### config.mk
export PLATFORM = sky130hd
export DESIGN_NAME = rr_arb8_4bit
export DESIGN_NICKNAME = d
export VERILOG_FILES = /design/src/rtl/rr_arb8_4bit.sv
export SDC_FILE = /design/constraint.sdc
export NUM_CORES = 1
export LEC_CHECK = 0
export BUFFER_PORTS_ARGS = -buffer_cell sky130_fd_sc_hd__buf_2
export CORE_UTILIZATION = 56
export CTS_CLUSTER_DIAMETER = 30
export CTS_CLUSTER_SIZE = 20
export DETAILED_ROUTE_END_ITERATION = 10
export PLACE_DENSITY = 0.83
export SYNTH_ARGS = -nofsm -noshare
export SYNTH_HDL_FRONTEND = slang
export SYNTH_SLANG_ARGS = --single-unit
### constraint.sdc
create_clock -name CLK -period 7.7 [get_ports CLK]
set_clock_uncertainty 0.1 [all_clocks]
set_input_delay 0 -clock CLK [delete_from_list [all_inputs] [get_ports CLK]]
set_output_delay 0 -clock CLK [all_outputs]
set_load 0.005 [all_outputs]
### src/rtl/rr_arb8_4bit.sv
`default_nettype none
// ============================================================================
// rr_arb8_4bit -- 8-way round-robin arbiter, registered 4-bit word, valid/ready
// handshake and one-hot grant pulse per accepted word.            rev 1.0
// ============================================================================
module rr_arb8_4bit (
  input  logic       CLK,
  input  logic       RST_N,
  input  logic [7:0] REQ,
  input  logic [3:0] A,
  input  logic [3:0] B,
  input  logic [3:0] C,
  input  logic [3:0] D,
  input  logic [3:0] E,
  input  logic [3:0] F,
  input  logic [3:0] G,
  input  logic [3:0] H,
  input  logic       READY,
  output logic       VALID,
  output logic [3:0] Y,
  output logic [2:0] S,
  output logic [7:0] GNT
);

  typedef enum logic [0:0] {
    ST_IDLE = 1'b0,
    ST_BUSY = 1'b1
  } state_t;

  state_t     r_state;
  state_t     w_state_nxt;
  logic [3:0] r_y;
  logic [2:0] r_s;
  logic [2:0] r_ptr;
  logic [7:0] r_gnt;

  logic [3:0] w_data [8];
  logic [2:0] w_win;
  logic       w_load;
  logic       w_xfer;

  assign w_data[0] = A;
  assign w_data[1] = B;
  assign w_data[2] = C;
  assign w_data[3] = D;
  assign w_data[4] = E;
  assign w_data[5] = F;
  assign w_data[6] = G;
  assign w_data[7] = H;

  // Scan from the highest offset down so the nearest set bit after r_ptr wins.
  always_comb begin
    w_win = r_ptr;
    for (int k = 7; k >= 0; k--) begin
      if (REQ[r_ptr + 3'(k)]) begin
        w_win = r_ptr + 3'(k);
      end
    end
  end

  always_comb begin
    w_state_nxt = r_state;
    w_load      = 1'b0;
    w_xfer      = 1'b0;
    case (r_state)
      ST_IDLE: begin
        if (|REQ) begin
          w_load      = 1'b1;
          w_state_nxt = ST_BUSY;
        end
      end
      ST_BUSY: begin
        if (READY) begin
          w_xfer      = 1'b1;
          w_state_nxt = ST_IDLE;
        end
      end
      default: w_state_nxt = ST_IDLE;
    endcase
  end

  always_ff @(posedge CLK) begin
    if (!RST_N) begin
      r_state <= ST_IDLE;
      r_y     <= 4'b0000;
      r_s     <= 3'b000;
      r_ptr   <= 3'b000;
      r_gnt   <= 8'h00;
    end else begin
      r_state <= w_state_nxt;
      if (w_load) begin
        r_s <= w_win;
        r_y <= w_data[w_win];
      end
      r_gnt <= w_xfer ? (8'd1 << r_s) : 8'd0;
      if (w_xfer) begin
        r_ptr <= r_s + 3'd1;
      end
    end
  end

  assign VALID = (r_state == ST_BUSY);
  assign Y     = r_y;
  assign S     = r_s;
  assign GNT   = r_gnt;

endmodule
`default_nettype wire

==> impl_metrics.yaml, run 1 <==
cells_and_area:
  final_util_pct: 68.7
  post_route_cells_drive_above_1_share_pct: 31.3
  final_net_count: 309
  layout.area.seq_sq_um: 380
  area_growth_pct: 15.4
  final.fill_count: 283
  total_area_of_multi_input_combinational_cells_sq_mm: 0.00150
  final_design_area_no_fill_sq_mm: 0.00233
  antenna-diode-count: 0
drt:
  drt_iter0_markers: 147
  wire_per_inst_microns: 15.0
  detail-route-antenna-nets: 0
  drc_violation_count_after_routing: 0
  routed_via_density: 6.14
  detailed_routing_iteration_count_for_the_pre_antenna_repair_pass: 4
  routed-via-count: 1873
  finalWirelength_mm: 4.56
sta:
  min_period_ps: 4290
  slew_headroom_pct: 36.0
  slew_violations: 0
  timing.final.crit_share_pct: 55.8
  fin_tns_setup_ps: 0
  finalHoldWorstSlack_ps: 96.2
  finalHoldViolations: 0
  max_freq_mhz: 233
  setup_viol: 0
  worst_slew_pin_slew_ps: 959
  grt_setup_unrepaired: "no"
synth:
  postSynthCellCount: 213
  yosysMostFrequentCell: "mux2i_1"
  synthesis.nets: 262
  synth_largest_type_area_fraction_pct: 18.8
  ys_ff_latch: 19
  yosysWarningCount: 0
  synth-async-reset-ratio_pct: 0
  synthTopCellsByArea: "dfxtp_1, mux2i_1, mux4_2, mux4_1, ha_1"
  avgSynthCellArea_sq_um: 9.48
  synth_area_leader_cell: "dfxtp_1"
  synth_edf_count: 0
  post_synth_instance_area_sq_mm: 0.00202
  yosys-top-cells-count: "mux2i_1, nand2_1, dfxtp_1, clkbuf_1, a21oi_1"
  ys_types: 44
  synth-seq-area-share_pct: 18.8
  synth-main-ff-cell: "dfxtp_1"
clocking:
  ctsRootBufferMaster: "clkbuf_4"
  post_cts_buffers: 0
  cts-buffers-inserted: 3
  clock_tree_from_tritoncts: "yes"
  clock_insertion_delay_worst_skew_ps: 290
  clock_path_buffers: 2
  clk_transition_reported_paths_ps: 100
  clock_tree.htree_level_count: 1
  clock_sinks: 19
  cts_repair_resize_count: 0
power_and_ir_drop:
  worst_ir_drop_vdd_v: 0.000103
  power_frac_seq_pct: 31.6
  power.net_switching_mw: 0.135
  pwr-share-clk_pct: 13.7
  leakage_nw: 1.07
  power_switching_share_pct: 37.5
  power.combinational.fraction_pct: 54.7
  power.density_mw_per_mm2: 155
  int_power_mw: 0.225
setup_path:
  worst-endpoint-required_ps: 7740
  crit_path_end_kind: "register"
  setup.worst_path.start_class: "register"
  path_cells: "inv_1 -> ha_1 -> mux2_1 -> mux4_2 -> inv_2 -> mux2i_1 -> a311o_1 -> a211oi_4 -> mux4_1 -> mux2i_1 -> a21oi_1"
  worstRegToRegCells: 11
  critPathMostFrequentCell: "mux2i_1"
  worst-path-max-fanout: 19
  crit_type: "register to register"
  critPathArrivalTime_ps: 4340
  cpMaxStageDelayCell: "ha_1"
  max_stage_delay_ps: 810
global_route:
  grt_overflow: 0
  globalRouteTotalUtil_pct: 25.2
  pin_count_of_the_biggest_net_entering_global_routing: 28
  grt.busiest_layer: "met2"
  grt_pass1_wl_mm: 7.13
  grt_antenna_before_repair: 0
  met3_resource_use_gr_pct: 4.35
  grt_util_met2_pct: 41.3
  via_count_of_the_first_global_routing_pass: 1588
  grtUsageMet1_pct: 35.9
placed_design:
  dp_hpwl_mm: 3.54
  placer_congestion: 0.974
  post_dp_cell_area_sq_mm: 0.00229
  io_buffers: 58
job:
  maxCapViolations: 0
floorplanning:
  chipHeight_microns: 62.0
  die_footprint_sq_mm: 0.00385
  initial_utilization_pct: 59.5
  placementRows: 21
  io-pin-count: 59
  core_sq_mm: 0.00339
  dieWidth_microns: 62.0
hold_path:
  hold_class: "input port to register"
  min_delay_path_depth: 4
status:
  outcome: "complete, no violations"
registers in the layout (all words and copies together), names as in the netlist:
signal,count
VALID,1
r_ptr,3
S,3
GNT,8
Y,4
per-stage QoR:
step | setup slack [ps] | cells | total power, mW
6_report | 3410 | 305 | 0.361
3_5_place_dp | 3440 | 300 | 0.311
5_1_grt | 3080 | 305 | 0.385
2_1_floorplan | 3850 | 213 | 0.271
3_3_place_gp | 3570 | 300 | 0.307
4_1_cts | 3410 | 305 | 0.360
routing by layer:
| layer | part of all wire (%) | wire length [microns] | vias up |
|---|---|---|---|
| met5 | 0 | 0 | - |
| met4 | 0 | 0 | 0 |
| met3 | 7.9 | 358 | 0 |
| met2 | 48 | 2180 | 91 |
| met1 | 44 | 2030 | 867 |
| li1 | - | - | 915 |
repair_timing:
action / 4_1_cts / 5_1_grt
endpoints found under the hold margin: 11 / 0
setup endpoints to repair: 0 / 0
hold buffers: 1 / 0
final cells by class:
cell class | instances | area share [%]
inverters | 13 | 2.10
clock inverters | 1 | 0.215
repair buffers | 61 | 13.5
multi-input cells | 162 | 64.4
flip-flops and latches | 19 | 16.3
clock buffers | 3 | 0.967
well taps | 46 | 2.47
critical path: cells and delay by family (launching register included):
kind	cells	cell delay (ps)
flip-flops	1	340
adder cells (fa/ha/maj)	1	810
multiplexers	5	1780
buffers and inverters	2	250
AO/OA/AOI/OAI	3	870
logic make-up (layout without fill, tap and decap cells):
group | count (synthesis) | in the layout | share of synthesized area [%]
AND/OR/NAND/NOR | 55 | 55 | 13.3
multiplexers | 50 | 50 | 38.4
AO/OA/AOI/OAI | 48 | 48 | 17.2
buffers and inverters | 32 | 78 | 6.88
flip-flops | 19 | 19 | 18.8
adder cells (fa/ha/maj) | 6 | 6 | 3.72
XOR/XNOR | 3 | 3 | 1.67
power by group through the flow:
stage | sequential [mW] | combinational [mW] | clock (mW)
floorplan | 0.115 | 0.156 | 0
global placement | 0.116 | 0.191 | 0
finish | 0.114 | 0.197 | 0.0495
CTS | 0.114 | 0.196 | 0.0499
global route | 0.116 | 0.216 | 0.0531
detailed placement | 0.116 | 0.195 | 0
path summary, 6_finish.rpt:
| path | startpoint | end | slack [ps] |
|---|---|---|---|
| setup / recovery | r_ptr[1] | Y[0] | 3410 |
| setup reg to reg | r_ptr[1] | Y[0] | 3410 |
| hold reg to reg | VALID | VALID | 450 |
| hold / removal | H[1] | Y[1] | 100 |
cells in the final DEF (no fill, tap or decap), types with 2 or more instances in the layout:
cell       n
dfxtp_1   19
ha_1       6
a221oi_1   2
mux2_1     4
buf_2     58
o21ai_0    9
and2_1    10
nand2_1   20
inv_2      3
a21oi_1   12
clkbuf_4   3
a31oi_1    2
o221ai_1   3
nand3_1    5
o211a_1    5
mux4_2    11
mux2i_1   26
mux4_1     8
inv_1      9
buf_4      2
and3_1     3
nor3_1     4
o22ai_1    4
nor2_1     6
nor4_1     3
nand2b_1   2
No activity file was read; power rests on OpenSTA's default activity.
==> run 2, diff against run 1 <==
CORE_UTILIZATION = 53   (was 56)
PLACE_DENSITY = 0.79   (was 0.83)
clock period = 4 ns   (was 7.7 ns; I/O delays follow)
==> impl_metrics.yaml, run 2 (synthesized netlist as in run 1, its figures left out) <==
status:
  outcome: "complete, no violations"
clocking:
  cts_repair_resize_count: 0
  cts-buffers-inserted: 3
  clock_sinks: 19
  clock_path_buffers: 2
  clock_tree_from_tritoncts: "yes"
  ctsRootBufferMaster: "clkbuf_8"
  clock_insertion_delay_worst_skew_ps: 250
  clk_transition_reported_paths_ps: 70
  clock_tree.htree_level_count: 1
cells_and_area:
  area_growth_pct: 19.7
  largest_register_ff_count: 8
  layout.area.seq_sq_um: 380
  total_area_of_multi_input_combinational_cells_sq_mm: 0.00150
  final_design_area_no_fill_sq_mm: 0.00241
  final_net_count: 316
  mostFrequentLayoutCell: "buf_2"
  final_cell_mix: "buf_2, mux2i_1, nand2_1"
  final_util_pct: 66.0
  final.fill_count: 308
  antenna-diode-count: 0
  post_route_cells_drive_above_1_share_pct: 33.1
sta:
  finalHoldViolations: 0
  finalHoldWorstSlack_ps: 140
  slew_violations: 0
  min_period_ps: 3670
  max_freq_mhz: 273
  worst_slew_pin_slew_ps: 913
  setup_viol: 0
  slew_headroom_pct: 39.1
  timing.final.crit_share_pct: 91.7
setup_path:
  worst-endpoint-required_ps: 4000
  r2r_slack_ps: 330
  crit_path_end_kind: "register"
  critPathArrivalTime_ps: 3660
  crit_type: "register to register"
  setup.worst_path.start_class: "register"
  worst-path-max-fanout: 15
drt:
  wl_met1_mm: 2.13
  top_layer: "met4"
  wire_per_inst_microns: 15.1
  drt_iter0_markers: 156
  detail-route-antenna-nets: 0
  met3_wirelength_microns: 298
  detailed_routing_iteration_count_for_the_pre_antenna_repair_pass: 4
  routed-via-count: 1897
  routed_via_density: 6.04
  drc_violation_count_after_routing: 0
  detailroute.wirelength.met2_mm: 2.31
  finalWirelength_mm: 4.76
power_and_ir_drop:
  worst_ir_drop_vdd_v: 0.000264
  power.density_mw_per_mm2: 313
  totalPowerFinal_mw: 0.755
  leakage_nw: 1.12
job:
  maxCapViolations: 0
placed_design:
  dp_hpwl_mm: 3.65
  placer_congestion: 0.956
  post_dp_cell_area_sq_mm: 0.00234
  io_buffers: 58
hold_path:
  hold_class: "input port to register"
global_route:
  grt_overflow: 0
  globalRouteTotalUtil_pct: 24.7
  grt_antenna_before_repair: 0
  pin_count_of_the_biggest_net_entering_global_routing: 28
  via_count_of_the_first_global_routing_pass: 1809
  grt_pass1_wl_mm: 8.07
floorplanning:
  placementRows: 22
  chipHeight_microns: 63.7
  initial_utilization_pct: 55.1
  core_sq_mm: 0.00366
  die_footprint_sq_mm: 0.00406
  io-pin-count: 59
  dieWidth_microns: 63.7
run 2: worst max-delay path: stages (launching register included):
cell,delay (ps)
dfxtp_1,340
inv_2,40
ha_1,370
buf_4,280
mux2i_1,370
mux2i_1,120
o221ai_1,280
nor4_1,80
a311o_1,370
a211oi_4,210
buf_12,160
mux4_1,540
mux2i_1,150
a21oi_1,90
run 2: what timing repair did:
action | in CTS | in global routing
buffers inserted | 0 | 1
hold buffers | 1 | 0
setup endpoints to repair | 0 | 4
endpoints found under the hold margin | 6 | 0
run 2: worst paths after layout:
kind,end,start,cells after the start
setup / recovery,Y[2],r_ptr[0],13
hold / removal,VALID,READY,3
setup reg to reg,Y[2],r_ptr[0],13
hold reg to reg,VALID,VALID,2
run 2: through the flow:
stage          cells  worst slack (ps)  TNS, ps
6_report         314               332        0
5_1_grt          314             -1.16    -1.16
4_1_cts          313               122        0
3_5_place_dp     308               150        0
3_3_place_gp     308               285        0
2_1_floorplan    213               148        0
run 2: final cells by class:
cell class                 instances  area share (%)
clock inverter                     1           0.207
tap                               48            2.49
inverter                          13            2.02
timing repair buffer              68            15.8
clock buffer                       3            1.71
sequential                        19            15.8
multi-input combinational        162            62.1
run 2: layer usage:
metal / up-vias / global-route usage (%)
met4: 0 / 4.83
met1: 888 / 32.3
met2: 83 / 41.8
met3: 2 / 5.07
met5: - / 0
li1: 924 / -
run 2: where the power goes:
group	total, mW	internal (mW)	switching (mW)
registers	0.216	0.205	0.0116
clock network	0.130	0.0691	0.0612
logic	0.409	0.211	0.198
total	0.755	0.485	0.271
